[src/rtl/exec_ctrl_pkg.sv]
// Shared types and constants for the single-cycle execution controller.
package exec_ctrl_pkg;

  typedef enum logic [2:0] {
    ST_IDLE     = 3'd0,
    ST_LOAD_MAN = 3'd1,
    ST_LOAD_MEM = 3'd2,
    ST_EXEC     = 3'd3,
    ST_HALT     = 3'd4
  } state_e;

  localparam logic [3:0] HALT_OPC_DEFAULT = 4'hF;

  // Opcode field position inside a 16-bit instruction word
  localparam int unsigned OPC_MSB = 15;
  localparam int unsigned OPC_LSB = 12;

endpackage

[src/rtl/pc_counter.sv]
// Program counter: synchronous reset, hold, wrapping increment and branch load.
module pc_counter #(
  parameter int unsigned PC_W = 8
) (
  input  logic            clk,
  input  logic            reset,
  input  logic            inc_i,
  input  logic            load_i,
  input  logic [PC_W-1:0] target_i,
  output logic [PC_W-1:0] pc_o
);

  logic [PC_W-1:0] pc_q;
  logic [PC_W-1:0] pc_d;

  // Branch load wins over increment; increment wraps naturally at 2^PC_W
  always_comb begin
    pc_d = pc_q;
    if (load_i) begin
      pc_d = target_i;
    end else if (inc_i) begin
      pc_d = pc_q + PC_W'(1);
    end
  end

  always_ff @(posedge clk) begin
    if (reset) begin
      pc_q <= '0;
    end else begin
      pc_q <= pc_d;
    end
  end

  assign pc_o = pc_q;

endmodule

[src/rtl/exec_controller.sv]
// Load/execute sequencer for a Basys-board processor: manual, single-step and
// free-run instruction issue with halt detection on the fetched opcode.
module exec_controller
  import exec_ctrl_pkg::*;
#(
  parameter int unsigned PC_W     = 8,
  parameter logic [3:0]  HALT_OPC = HALT_OPC_DEFAULT
) (
  input  logic            clk,
  input  logic            reset,
  input  logic            manual_req,
  input  logic            step_req,
  input  logic            run_req,
  input  logic            stop_req,
  input  logic [15:0]     imem_data,
  input  logic            branch_taken,
  input  logic [PC_W-1:0] branch_target,
  output logic            sel_basys,
  output logic            sel_mem,
  output logic            exec_en,
  output logic [PC_W-1:0] pc,
  output logic            halted,
  output logic [2:0]      state_dbg
);

  state_e state_q, state_d;
  logic   run_mode_q, run_mode_d;
  logic   stop_pending_q, stop_pending_d;
  logic   from_mem_q, from_mem_d;
  logic   pc_inc;
  logic   pc_load;
  logic   is_halt_c;
  logic   imem_unused;

  assign is_halt_c   = (imem_data[OPC_MSB:OPC_LSB] == HALT_OPC);
  assign imem_unused = ^imem_data[OPC_LSB-1:0];

  always_ff @(posedge clk) begin
    if (reset) begin
      state_q        <= ST_IDLE;
      run_mode_q     <= 1'b0;
      stop_pending_q <= 1'b0;
      from_mem_q     <= 1'b0;
    end else begin
      state_q        <= state_d;
      run_mode_q     <= run_mode_d;
      stop_pending_q <= stop_pending_d;
      from_mem_q     <= from_mem_d;
    end
  end

  // Next state and strobes; only sel_mem looks at the live opcode
  always_comb begin
    state_d        = state_q;
    run_mode_d     = run_mode_q;
    stop_pending_d = stop_pending_q;
    from_mem_d     = from_mem_q;
    sel_basys      = 1'b0;
    sel_mem        = 1'b0;
    exec_en        = 1'b0;
    halted         = 1'b0;
    pc_inc         = 1'b0;
    pc_load        = 1'b0;
    case (state_q)
      ST_IDLE: begin
        if (stop_req) begin
          run_mode_d = 1'b0;
        end else if (manual_req) begin
          state_d    = ST_LOAD_MAN;
          from_mem_d = 1'b0;
        end else if (step_req) begin
          state_d    = ST_LOAD_MEM;
          from_mem_d = 1'b1;
          run_mode_d = 1'b0;
        end else if (run_req) begin
          state_d    = ST_LOAD_MEM;
          from_mem_d = 1'b1;
          run_mode_d = 1'b1;
        end
      end
      ST_LOAD_MAN: begin
        sel_basys = 1'b1;
        state_d   = ST_EXEC;
      end
      ST_LOAD_MEM: begin
        if (stop_req) begin
          stop_pending_d = 1'b1;
        end
        if (is_halt_c) begin
          state_d = ST_HALT;
        end else begin
          sel_mem = 1'b1;
          state_d = ST_EXEC;
        end
      end
      ST_EXEC: begin
        exec_en = 1'b1;
        if (from_mem_q) begin
          pc_load = branch_taken;
          pc_inc  = ~branch_taken;
        end
        // A stop arriving in this very cycle still ends the run
        if (run_mode_q && !stop_pending_q && !stop_req) begin
          state_d = ST_LOAD_MEM;
        end else begin
          state_d        = ST_IDLE;
          run_mode_d     = 1'b0;
          stop_pending_d = 1'b0;
        end
      end
      ST_HALT: begin
        halted = 1'b1;
      end
      default: begin
        state_d = ST_IDLE;
      end
    endcase
  end

  pc_counter #(
    .PC_W(PC_W)
  ) u_pc_counter (
    .clk     (clk),
    .reset   (reset),
    .inc_i   (pc_inc),
    .load_i  (pc_load),
    .target_i(branch_target),
    .pc_o    (pc)
  );

  assign state_dbg = state_q;

endmodule

[config.mk]
export PLATFORM = sky130hd
export DESIGN_NAME = exec_controller
export DESIGN_NICKNAME = d
export VERILOG_FILES = /design/src/rtl/exec_ctrl_pkg.sv /design/src/rtl/pc_counter.sv /design/src/rtl/exec_controller.sv
export SDC_FILE = /design/constraint.sdc
export NUM_CORES = 1
export LEC_CHECK = 0
export BUFFER_PORTS_ARGS = -buffer_cell sky130_fd_sc_hd__buf_2
export CORE_ASPECT_RATIO = 1.1
export CORE_MARGIN = 5
export CORE_UTILIZATION = 35
export DETAILED_ROUTE_END_ITERATION = 8
export HOLD_SLACK_MARGIN = 0.15
export PLACE_DENSITY = 0.66
export REMOVE_ABC_BUFFERS = 1
export SLEW_MARGIN = 20
export SYNTH_ARGS = -nofsm -noshare
export SYNTH_HDL_FRONTEND = slang
export SYNTH_SLANG_ARGS = --single-unit
[constraint.sdc]
create_clock -name clk -period 2.5 [get_ports clk]
set_clock_uncertainty 0.15 [all_clocks]
set_input_delay 0.375 -clock clk [delete_from_list [all_inputs] [get_ports clk]]
set_output_delay 0.375 -clock clk [all_outputs]
set_load 0.005 [all_outputs]
---- Word level (Yosys, flattened, before mapping) ----
Cells that the tools add are included.
storage, ports and cells
  word-level logic and storage cells ...... 61
  bits of input ports ..................... 31
  flip-flop bits (word level) ............. 14
cells by class
  equal/unequal tests ..................... 11
  add/subtract/negate cells ............... 1
  mux-type cells .......................... 28
  reduce and logical (&&, ||, !) cells .... 13
  bitwise gates (word level) .............. 3
operators with widths
  operator                                                                number
  1-bit two-way mux                                                       17
  8-bit two-way mux                                                       2
  3-bit two-way mux                                                       5
  3-bit one-hot mux with 5 select lines                                   1
  3-bit AND reduction                                                     3
  8-bit by 1-bit adder with 8-bit output (second input constant)          1
  4-bit != test (second input constant)                                   2
  3-bit by 2-bit equality test with 1-bit output (second input constant)  2
  2-bit != test (second input constant)                                   3
  2-bit nonzero test                                                      3
  4-bit equality test (second input constant)                             1
  1-bit one-hot mux with 2 select lines                                   2
  4-bit AND reduction                                                     1
  3-bit by 1-bit equality test with 1-bit output (second input constant)  1
  3-bit equality test (second input constant)                             1
  3-bit zero test                                                         1
  3-bit != test (second input constant)                                   1
  1-bit NOT                                                               3
  3-bit nonzero test                                                      1
  1-bit logical AND                                                       2
  1-bit zero test                                                         2
  2-bit two-way mux                                                       1

---- Longest topological paths before layout ----
Gate-level depths: netlist (run 1).
  depth after elaboration ................. 5
  mapped depth ............................ 6

---- Hierarchy ----
A second synthesis (run 1) with hierarchy kept.
second synthesis, totals
  cell total of the unflattened synthesis .. 101
  area, all modules ....................... 874.6 um^2
by module, submodules not included
  module           cells each  times used  sequential area each (um^2)  area an instance (um^2)
  pc_counter       53          1           160.2                        464.2
  exec_controller  48          1           120.1                        410.4

---- Worst setup path before layout (run 1) ----
No wires, ideal clock.
  path type ............................... register to register
  start ................................... register state_q[2] (netlist: state_dbg[2])
  end ..................................... register run_mode_q
  data required time ...................... 2.263 ns
  stages on the path, launching flop included .. 4
  arrival time ............................ 1.206 ns
  slack ................................... 1.057 ns
  buffers on the path ..................... 0
  clock period less this slack ............ 1.443 ns
  cell sequence ........................... dfxtp_1 > and3b_4 > or4_1 > o31ai_1
on the way
  word-level cells in the longest chain between the ends .. 3
RTL lines
  element                                                                            line                   RTL
  start: declaration                                                                 exec_controller.sv:26  state_e state_q, state_d;
  start signal: assignment                                                           exec_controller.sv:45  state_q <= state_d;
  3-bit by 2-bit equality test with 1-bit output or 3-bit zero test (tied branches)  exec_controller.sv:64  case (state_q)
  2-bit != test (no line) (tied with other cells)                                    n/a
  4-bit AND reduction (no line)                                                      n/a
  end signal: assignment                                                             exec_controller.sv:46  run_mode_q <= run_mode_d;
  end: declaration                                                                   exec_controller.sv:27  logic run_mode_q, run_mode_d;
Several ways; a longest one is shown, not always the timed one.
A chain may end at the register's enable or synchronous reset.

---- Worst setup path in the final report (run 1) ----
  start ................................... register state_q[1] (netlist: state_dbg[1])
  end ..................................... output exec_en
on the way
  word-level cells in the longest chain between the ends .. 2
RTL lines
  element                                         line                   RTL
  3-bit by 2-bit equality test with 1-bit output  exec_controller.sv:64
  1-bit two-way mux                               exec_controller.sv:64
  end: declaration                                exec_controller.sv:20  output logic exec_en,
No other way between the ends.

==> impl_metrics.json, run 1 <==
{
  "grtUsageTotal_pct": 13.11,
  "cp.required_ns": 1.98,
  "die_h_microns": 60.44,
  "synthXorXnorAreaFrac_pct": 0,
  "startpoint": "state_dbg[1]$_SDFFE_PP0P_",
  "seq_area_frac_synth_pct": 34.62,
  "routed_wl_microns": 2048,
  "start_kind": "flip-flop",
  "synth_commonest_cells": "14 x dfxtp_1, 13 x nor2_1, 8 x a21oi_1, 8 x nor3_1, 7 x o21ai_0",
  "clk_latency_ns": 0.27,
  "drt_drc_violations_left": 0,
  "diodes": 0,
  "multi_input_area_sq_um": 484.2,
  "fillers": 238,
  "synthMuxAreaShare_pct": 1.236,
  "postRouteAntennaNets": 0,
  "wl_per_cell_microns": 12.34,
  "place.gp.congestion": 0.7913,
  "ys_warn_count": 0,
  "clk_path_buf_depth": 2,
  "start_util_pct": 36.31,
  "irDropWorstVdd_mv": 0.2247,
  "dr_total_vias": 891,
  "synth_top_family_by_area": "simple AND/OR/NAND/NOR gates",
  "synthToLayoutAreaGrowth_pct": 25.81,
  "min_period_ns": 1.814,
  "rsz0062_at_grt": "false",
  "postPlaceCellArea_sq_um": 982.2,
  "grt_max_degree": 22,
  "dp_hpwl_microns": 1513,
  "rows": 18,
  "synth_compound_area_share_pct": 27.20,
  "r2r_cells": 4,
  "fp.dieW_microns": 55.86,
  "leakage_nw": 0.4485,
  "dp.cells": 162,
  "holdBufCountCts": 0,
  "synth_fa_ha_area_share_pct": 1.546,
  "end_kind": "output pin",
  "crit_fanout": 14,
  "yosysUniqueCellTypes": 34,
  "worst_pin_slew_ns": 0.4570,
  "syn_area_sq_um": 809.5,
  "io-pin-count": 46,
  "yosys.area.top_type": "dfxtp_1",
  "finalSetupTns_ns": 0,
  "crit_arrival_ns": 1.29,
  "r2r-end": "u_pc_counter.pc_o[2]$_SDFFE_PP0P_",
  "dr.pass1.iters": 4,
  "first_global_vias": 851,
  "layout.cells.non_filler": 166,
  "cts-root-buf": "clkbuf_4",
  "maxSlewHeadroom_pct": 69.49,
  "postCtsSetupBuffers": 0,
  "cts.repair.resized": 0,
  "clk_pin_slew_worst_paths_ns": 0.08,
  "hold_viol": 0,
  "synth-async-reset-ratio_pct": 0,
  "cap_violations": 0,
  "status": "completed",
  "viasPerCell": 5.367,
  "tritoncts": "built",
  "drive_gt1_share_pct": 28.68,
  "register_area_sq_um": 280.3,
  "design.die.area_sq_mm": 0.003376,
  "final_min_period_over_clock_period_pct": 72.56,
  "worst-setup-path-type": "flip-flop to output pin",
  "hold_class": "input pin to flip-flop",
  "p_per_area_mw_per_mm2": 480.8,
  "synthMostInstantiatedCell": "dfxtp_1",
  "first_iter_violations": 18,
  "yosys.area_share.simple_pct": 29.83,
  "slew_viol_final": 0,
  "synth-seq-cells": 14,
  "syn_inst": 106,
  "reg2reg_from": "state_dbg[1]$_SDFFE_PP0P_",
  "setup_viol": 0,
  "synthTopCellsByArea": "dfxtp_1 35%, nor2_1 6.0%, a21oi_1 4.9%",
  "timing.reg2reg.setup_slack_ns": 0.83,
  "synth_edf_count": 0,
  "grt_pass1_wl_microns": 3574,
  "yosys_most_used_dff": "dfxtp_1",
  "yosys.area.top_type_share_pct": 34.62,
  "overflow": 0,
  "core-area_sq_mm": 0.002230,
  "antenna_found_initial": 0,
  "clock.fmax_mhz": 551.3,
  "cts_buffers": 3,
  "nets": 169,
  "syn_avg_cell_area_sq_um": 7.637,
  "portBuffers": 33,
  "crit_end": "exec_en",
  "stdcell_area_sq_mm": 0.001018,
  "cts-htree-levels": 1,
  "cts_sinks": 14
}
## per-stage QoR
step	util, %	worst slack [ns]	total power [mW]	hold slack (ns)
global placement	44.05	0.8871	0.3349	0.3312
CTS	45.68	0.6752	0.4985	0.1716
global route	45.68	0.5608	0.5247	0.1867
finish	45.68	0.6860	0.4897	0.1846
floorplan	-	1.058	0.2945	0.2941
detailed placement	44.05	0.8541	0.3376	0.3364
## worst min path at each step
| stage | from | endpoint | slack [ns] | cells past startpoint |
|---|---|---|---|---|
| 6_report | manual_req | state_dbg[1]$_SDFFE_PP0P_ | 0.18 | 2 |
| 5_1_grt | manual_req | state_dbg[1]$_SDFFE_PP0P_ | 0.19 | 2 |
| 4_1_cts | manual_req | state_dbg[1]$_SDFFE_PP0P_ | 0.17 | 2 |
| 3_5_place_dp | u_pc_counter.pc_o[7]$_SDFFE_PP0P_ | u_pc_counter.pc_o[7]$_SDFFE_PP0P_ | 0.34 | 2 |
| 3_3_place_gp | u_pc_counter.pc_o[7]$_SDFFE_PP0P_ | u_pc_counter.pc_o[7]$_SDFFE_PP0P_ | 0.33 | 2 |
| 2_1_floorplan | reset | u_pc_counter.pc_o[0]$_SDFFE_PP0P_ | 0.29 | 1 |
## worst max-delay path, cell delays in order (launching register included)
cell     delay, ns
dfxtp_1       0.61
and3b_4       0.29
buf_2         0.11
## report_power, final
group | switching (mW) | internal [mW]
Sequential | 0.0170 | 0.232
Combinational | 0.0427 | 0.0402
Clock | 0.0690 | 0.0884
Total | 0.129 | 0.361
## area by class of cell
cell class	count	area share (%)
Clock buffer	4	3.563
Inverter	4	1.474
Multi-Input combinational cell	81	47.54
Sequential cell	14	27.52
Tap cell	30	3.685
Timing Repair Buffer	33	16.22
## registers in the layout, indices dropped and copies added (netlist names)
register,count
stop_pending_q,1
from_mem_q,1
state_dbg,3
run_mode_q,1
u_pc_counter.pc_o,8
## routing by layer
| layer | global-route usage (%) | wire length (microns) |
|---|---|---|
| met5 | 0 | 0 |
| met4 | 5.424 | 10 |
| met3 | 4.681 | 143 |
| met2 | 21.62 | 932 |
| met1 | 15.83 | 962 |
## logic make-up (layout without fill, tap and decap cells)
family,after synthesis,count (layout)
AO/OA/AOI/OAI,34,34
adder cells (fa/ha/maj),1,1
buffers and inverters,11,41
flip-flops,14,14
multiplexers,1,1
AND/OR/NAND/NOR,45,45
## layout by cell type (no fill, tap or decap), types with 2 or more instances in the layout
master,netlist,layout
and2_1,3,3
and3_1,2,2
nor3_1,8,8
dfxtp_1,14,14
nand3_1,3,3
a22o_1,3,3
a31oi_1,3,3
nand2_1,4,4
inv_1,4,4
clkbuf_4,0,3
buf_2,3,33
a21o_1,3,3
a211oi_1,2,2
o21ai_0,7,7
a21oi_1,8,8
nand4_1,3,3
a22oi_1,3,3
nor2_1,13,13
Power figures use the tool's default switching activity.
==> inputs of run 2 (changes only) <==
--- a/config.mk
+++ b/config.mk
@@ -11,7 +11,7 @@
 export CORE_UTILIZATION = 35
 export DETAILED_ROUTE_END_ITERATION = 8
 export HOLD_SLACK_MARGIN = 0.15
-export PLACE_DENSITY = 0.66
+export PLACE_DENSITY = 0.69
 export REMOVE_ABC_BUFFERS = 1
 export SLEW_MARGIN = 20
 export SYNTH_ARGS = -nofsm -noshare
==> constraint.sdc (replaced) <==
create_clock -name clk -period 1.45 [get_ports clk]
set_clock_uncertainty 0.15 [all_clocks]
set_input_delay 0.2175 -clock clk [delete_from_list [all_inputs] [get_ports clk]]
set_output_delay 0.2175 -clock clk [all_outputs]
set_load 0.005 [all_outputs]
==> run 2 against run 1 <==
Critical path type unchanged. The run now ends with negative setup slack left. Via count grew 12%. Non-clock buffer count grew 23. Critical endpoint is now halted. Combinational power grew to 3.3 times the previous value. Clock power grew 41%. Highest routed layer unchanged. Design area grew 28%. Register-to-register slack lost 0.80 ns. Largest power group unchanged. Sequential share of layout area shrank 5.3 points. Setup slack lost 0.69 ns. Total power grew 87%. First-iteration DRC count shrank 5.6%.
==> impl_metrics.json, run 2 (synthesis gave the netlist of run 1 again) <==
{
  "r2r_cells": 3,
  "worst-setup-path-type": "flip-flop to output pin",
  "worst_pin_slew_ns": 0.3232,
  "dp_worst_setup_slack_ns": -0.003401,
  "slew_viol_final": 0,
  "end_kind": "output pin",
  "postPlaceCellArea_sq_mm": 0.001050,
  "synthToLayoutAreaGrowth_pct": 61.05,
  "grt_max_degree": 22,
  "hold_viol": 0,
  "status": "complete, but fails checks",
  "clk_pin_slew_worst_paths_ns": 0.09,
  "start_kind": "flip-flop",
  "io-pin-count": 46,
  "grt_pass1_wl_microns": 4084,
  "postRouteAntennaNets": 0,
  "cp_num_cells": 4,
  "cap_violations": 0,
  "routed_wl_microns": 2491,
  "layout.cells.non_filler": 188,
  "setup_viol": 1,
  "largest_register_ffs": 8,
  "design.die.area_sq_mm": 0.003376,
  "cpLargestDelayFamily": "flip-flops",
  "path_cells": "buf_6 > inv_6 > nor3_4 > buf_2",
  "stdcell_area_sq_mm": 0.001304,
  "cts-htree-levels": 1,
  "clock.fmax_mhz": 688.1,
  "place.gp.congestion": 0.8723,
  "rows": 18,
  "dp_hpwl_microns": 1661,
  "first_global_vias": 963,
  "holdBufCountCts": 6,
  "antenna_found_initial": 0,
  "clk_path_buf_depth": 2,
  "portBuffers": 33,
  "dr.pass1.iters": 4,
  "viasPerCell": 5.287,
  "dr_total_vias": 994,
  "clk_latency_ns": 0.28,
  "nets": 192,
  "violations": "negative setup slack",
  "register_area_sq_um": 289.0,
  "min_period_ns": 1.453,
  "fp.dieW_microns": 55.86,
  "fillers": 198,
  "tritoncts": "built",
  "wl_per_cell_microns": 13.25,
  "cts_sinks": 14,
  "die_h_microns": 60.44,
  "crit_arrival_ns": 1.09,
  "final_min_period_over_clock_period_pct": 100.2,
  "whs_path_depth": 3,
  "critPathSlowestCell": "dfxtp_2",
  "cp.required_ns": 1.08,
  "core-area_sq_mm": 0.002230,
  "dp.cells": 171,
  "final_common_cell": "buf_2",
  "maxSlewHeadroom_pct": 78.46,
  "drive_gt1_share_pct": 46.84,
  "cts_buffers": 3,
  "cts-root-buf": "clkbuf_4",
  "diodes": 0,
  "crit_fanout": 4,
  "max_stage_delay_ns": 0.37,
  "irDropWorstVdd_mv": 0.4357,
  "p_per_area_mw_per_mm2": 701.0,
  "first_iter_violations": 17,
  "leakage_nw": 0.5686,
  "rsz0062_at_grt": "true",
  "drt_drc_violations_left": 0,
  "grtUsageTotal_pct": 14.91,
  "multi_input_area_sq_um": 551.8,
  "start_util_pct": 36.31,
  "fin_ws_ns": -0.003293,
  "hold_class": "input pin to flip-flop",
  "p_total_uw": 913.9,
  "overflow": 0,
  "final_cell_mix": "32 x buf_2, 13 x buf_4, 11 x nor2_1, 11 x dfxtp_1, 7 x a21oi_1",
  "critPathBufInv": 3
}
run 2: cell types whose count changed in the layout (fill, tap and decap cells not counted), sizes merged:
cell and delta:
dlygate4sd3 +6, buf +17, clkbuf -1
run 2: worst paths after layout:
check / start / to / slack (ns)
setup / recovery: state_dbg[2]$_SDFFE_PP0P_ / halted / -0.003
hold / removal: reset / run_mode_q$_SDFFE_PP0P_ / 0.07
setup reg to reg: state_dbg[2]$_SDFFE_PP0P_ / run_mode_q$_SDFFE_PP0P_ / 0.03
hold reg to reg: run_mode_q$_SDFFE_PP0P_ / run_mode_q$_SDFFE_PP0P_ / 0.35
run 2: report_power, final:
group	internal, mW	switching, mW	total [mW]
Combinational	0.144	0.127	0.271
Sequential	0.403	0.0186	0.421
Clock	0.0963	0.125	0.222
Total	0.643	0.271	0.914
run 2: per-stage QoR:
step	util [%]	hold WS, ns	setup TNS [ns]
after global routing	58.47	0.07390	-0.2586
after global placement	47.08	0.3195	0
final	58.47	0.07064	-0.003293
after detailed placement	47.08	0.3262	-0.003401
after CTS	52.36	0.07372	0
after floorplan	-	0.1366	0
run 2: area by class of cell:
type | instances | area share [%]
Sequential cell | 14 | 22.17
Inverter | 4 | 1.919
Timing Repair Buffer | 56 | 28.98
Clock buffer | 3 | 1.727
Tap cell | 30 | 2.879
Multi-Input combinational cell | 81 | 42.32
run 2: timing repair:
action	CTS	global route
cloned	0	0
setup buffers	0	8
pin swaps	1	4
gates resized for setup	11	24
endpoints found under the hold margin	7	1
endpoints found under the setup margin	6	14
run 2: layer usage:
layer / GRT usage, % / wire [microns] / part of all wire (%) / vias up
met1: 18.50 / 1069 / 43 / 450
met2: 25.68 / 1233 / 49 / 33
met4: 7.119 / 51 / 2.0 / 0
met5: 0 / 0 / 0 / -
met3: 2.553 / 136 / 5.5 / 6
li1: - / - / - / 505
run 2: tightest hold or removal path, delay by kind of cell:
family,cells,cell delay (ns)
buf+inv,1,0.09
simple gates,1,0.10
compound gates,1,0.06
==> inputs of run 3 (changes only) <==
--- a/config.mk
+++ b/config.mk
@@ -7,8 +7,9 @@
 export LEC_CHECK = 0
 export BUFFER_PORTS_ARGS = -buffer_cell sky130_fd_sc_hd__buf_2
 export CORE_ASPECT_RATIO = 1.1
-export CORE_MARGIN = 5
+export CORE_MARGIN = 2
 export CORE_UTILIZATION = 35
+export CTS_CLUSTER_SIZE = 16
 export DETAILED_ROUTE_END_ITERATION = 8
 export HOLD_SLACK_MARGIN = 0.15
 export PLACE_DENSITY = 0.69
==> run 3 against run 2 <==
The run still ends with negative setup slack left. Largest power group unchanged. Clock power up 24%. Largest cell class unchanged. Utilization fell by 0.50 points. Sequential power shrank 1%. Critical endpoint is now state_dbg[0]$_SDFFE_PP0P_.
==> impl_metrics.json, run 3 (synthesis gave the netlist of run 1 again) <==
{
  "slew_viol_final": 0,
  "p_per_area_mw_per_mm2": 734.0,
  "combPwrFrac_pct": 27.1,
  "r2r_cells": 5,
  "cap_violations": 0,
  "stdcell_area_sq_mm": 0.001292,
  "irDropWorstVdd_mv": 0.5056,
  "fillers": 228,
  "diodes": 0,
  "clk_pin_slew_worst_paths_ns": 0.09,
  "seqPwrFrac_pct": 43.8,
  "clk_latency_ns": 0.28,
  "p_int_uw": 687.7,
  "dp.cells": 173,
  "final_common_cell": "buf_2",
  "rows": 18,
  "layout.cells.non_filler": 189,
  "reg2reg_from": "state_dbg[1]$_SDFFE_PP0P_",
  "dr_total_vias": 991,
  "fp.dieW_microns": 49.86,
  "setup_viol": 2,
  "start_util_pct": 36.31,
  "utilization_pct": 57.97,
  "grt_pass1_wl_microns": 3815,
  "viasPerCell": 5.243,
  "multi_input_area_sq_um": 540.5,
  "rsz0062_at_grt": "true",
  "overflow": 0,
  "p_total_uw": 948.7,
  "maxSlewHeadroom_pct": 77.64,
  "routed_wl_microns": 2354,
  "timing.reg2reg.setup_slack_ns": 0.01,
  "drt_drc_violations_left": 0,
  "min_period_ns": 1.486,
  "clk_path_buf_depth": 2,
  "violations": "negative setup slack",
  "status": "complete, but fails checks",
  "sw_frac_of_total_pct": 27.52,
  "io-pin-count": 46,
  "fin_ws_ns": -0.03615,
  "crit_fanout": 4,
  "crit_end": "state_dbg[0]$_SDFFE_PP0P_",
  "final_min_period_over_clock_period_pct": 102.5,
  "crit_arrival_ns": 1.52,
  "grt_max_degree": 22,
  "largest_register_ffs": 8,
  "holdBufCountCts": 8,
  "antenna_found_initial": 0,
  "cts-htree-levels": 1,
  "first_iter_violations": 7,
  "hold_class": "input pin to flip-flop",
  "dp_worst_setup_slack_ns": -0.08580,
  "r2r-end": "run_mode_q$_SDFFE_PP0P_",
  "dr.pass1.iters": 4,
  "postRouteAntennaNets": 0,
  "cts_buffers": 3,
  "leakage_nw": 0.5764,
  "cts_sinks": 14,
  "start_kind": "input pin",
  "worst_pin_slew_ns": 0.3354,
  "postPlaceCellArea_sq_mm": 0.001065,
  "wl_per_cell_microns": 12.46,
  "whs_ns": 0.09294,
  "startpoint": "manual_req",
  "clock.fmax_mhz": 672.9,
  "drive_gt1_share_pct": 45.28,
  "p_clk_share_pct": 29.1,
  "place.gp.congestion": 0.7757,
  "cp.required_ns": 1.48,
  "finalSetupTns_ns": -0.05629,
  "grtUsageTotal_pct": 18.75,
  "core-area_sq_mm": 0.002230,
  "cts-root-buf": "clkbuf_4",
  "end_kind": "flip-flop",
  "tritoncts": "built",
  "synthToLayoutAreaGrowth_pct": 59.66,
  "design.die.area_sq_mm": 0.002714,
  "die_h_microns": 54.44,
  "final_cell_mix": "32 x buf_2, 13 x buf_4, 12 x nor2_1",
  "dp_hpwl_microns": 1633,
  "p_switching_uw": 261.1,
  "portBuffers": 33,
  "worst-setup-path-type": "input pin to flip-flop",
  "first_global_vias": 918,
  "register_area_sq_um": 289.0,
  "hold_viol": 0,
  "nets": 192
}
==> run 3: worst min-delay path by stage <==
stage	start	to	slack (ns)	cells after the start
6_report	reset	run_mode_q$_SDFFE_PP0P_	0.09	3
5_1_grt	reset	run_mode_q$_SDFFE_PP0P_	0.1	3
4_1_cts	reset	run_mode_q$_SDFFE_PP0P_	0.07	3
3_5_place_dp	manual_req	state_dbg[1]$_SDFFE_PP0P_	0.33	2
3_3_place_gp	manual_req	state_dbg[1]$_SDFFE_PP0P_	0.32	2
2_1_floorplan	reset	u_pc_counter.pc_o[0]$_SDFFE_PP0P_	0.14	1
==> run 3: layout make-up <==
type,count,area share (%)
Inverter,4,1.355
Clock buffer,4,2.807
Sequential cell,14,22.36
Tap cell,30,2.904
Multi-Input combinational cell,81,41.82
Timing Repair Buffer,56,28.75
==> run 3: power by group through the flow <==
| stage | clock [mW] | sequential [mW] | combinational, mW |
|---|---|---|---|
| after floorplan | 0 | 0.431 | 0.0763 |
| after global placement | 0 | 0.425 | 0.177 |
| after detailed placement | 0 | 0.426 | 0.181 |
| after CTS | 0.294 | 0.415 | 0.225 |
| after global routing | 0.312 | 0.417 | 0.280 |
| final | 0.276 | 0.415 | 0.257 |
==> run 3: metal layers <==
layer | global-route usage, % | vias to the layer above | share of wire [%]
li1 | - | 500 | -
met1 | 19.00 | 451 | 41
met2 | 36.22 | 36 | 51
met3 | 4.372 | 4 | 6.9
met4 | 10.19 | 0 | 1.1
met5 | 0 | - | 0
==> run 3: what timing repair did <==
action | in CTS | in global routing
endpoints found under the setup margin | 11 | 11
resized for setup | 10 | 16
setup buffers | 4 | 0
pin swaps | 2 | 2
hold endpoints to repair | 10 | 1
==> run 3: critical path, cell delays in order <==
cell	delay, ns
dlygate4sd3_1	0.52
buf_2	0.16
nor3_1	0.06
o21ai_0	0.14
nand3_1	0.15
a211oi_1	0.26
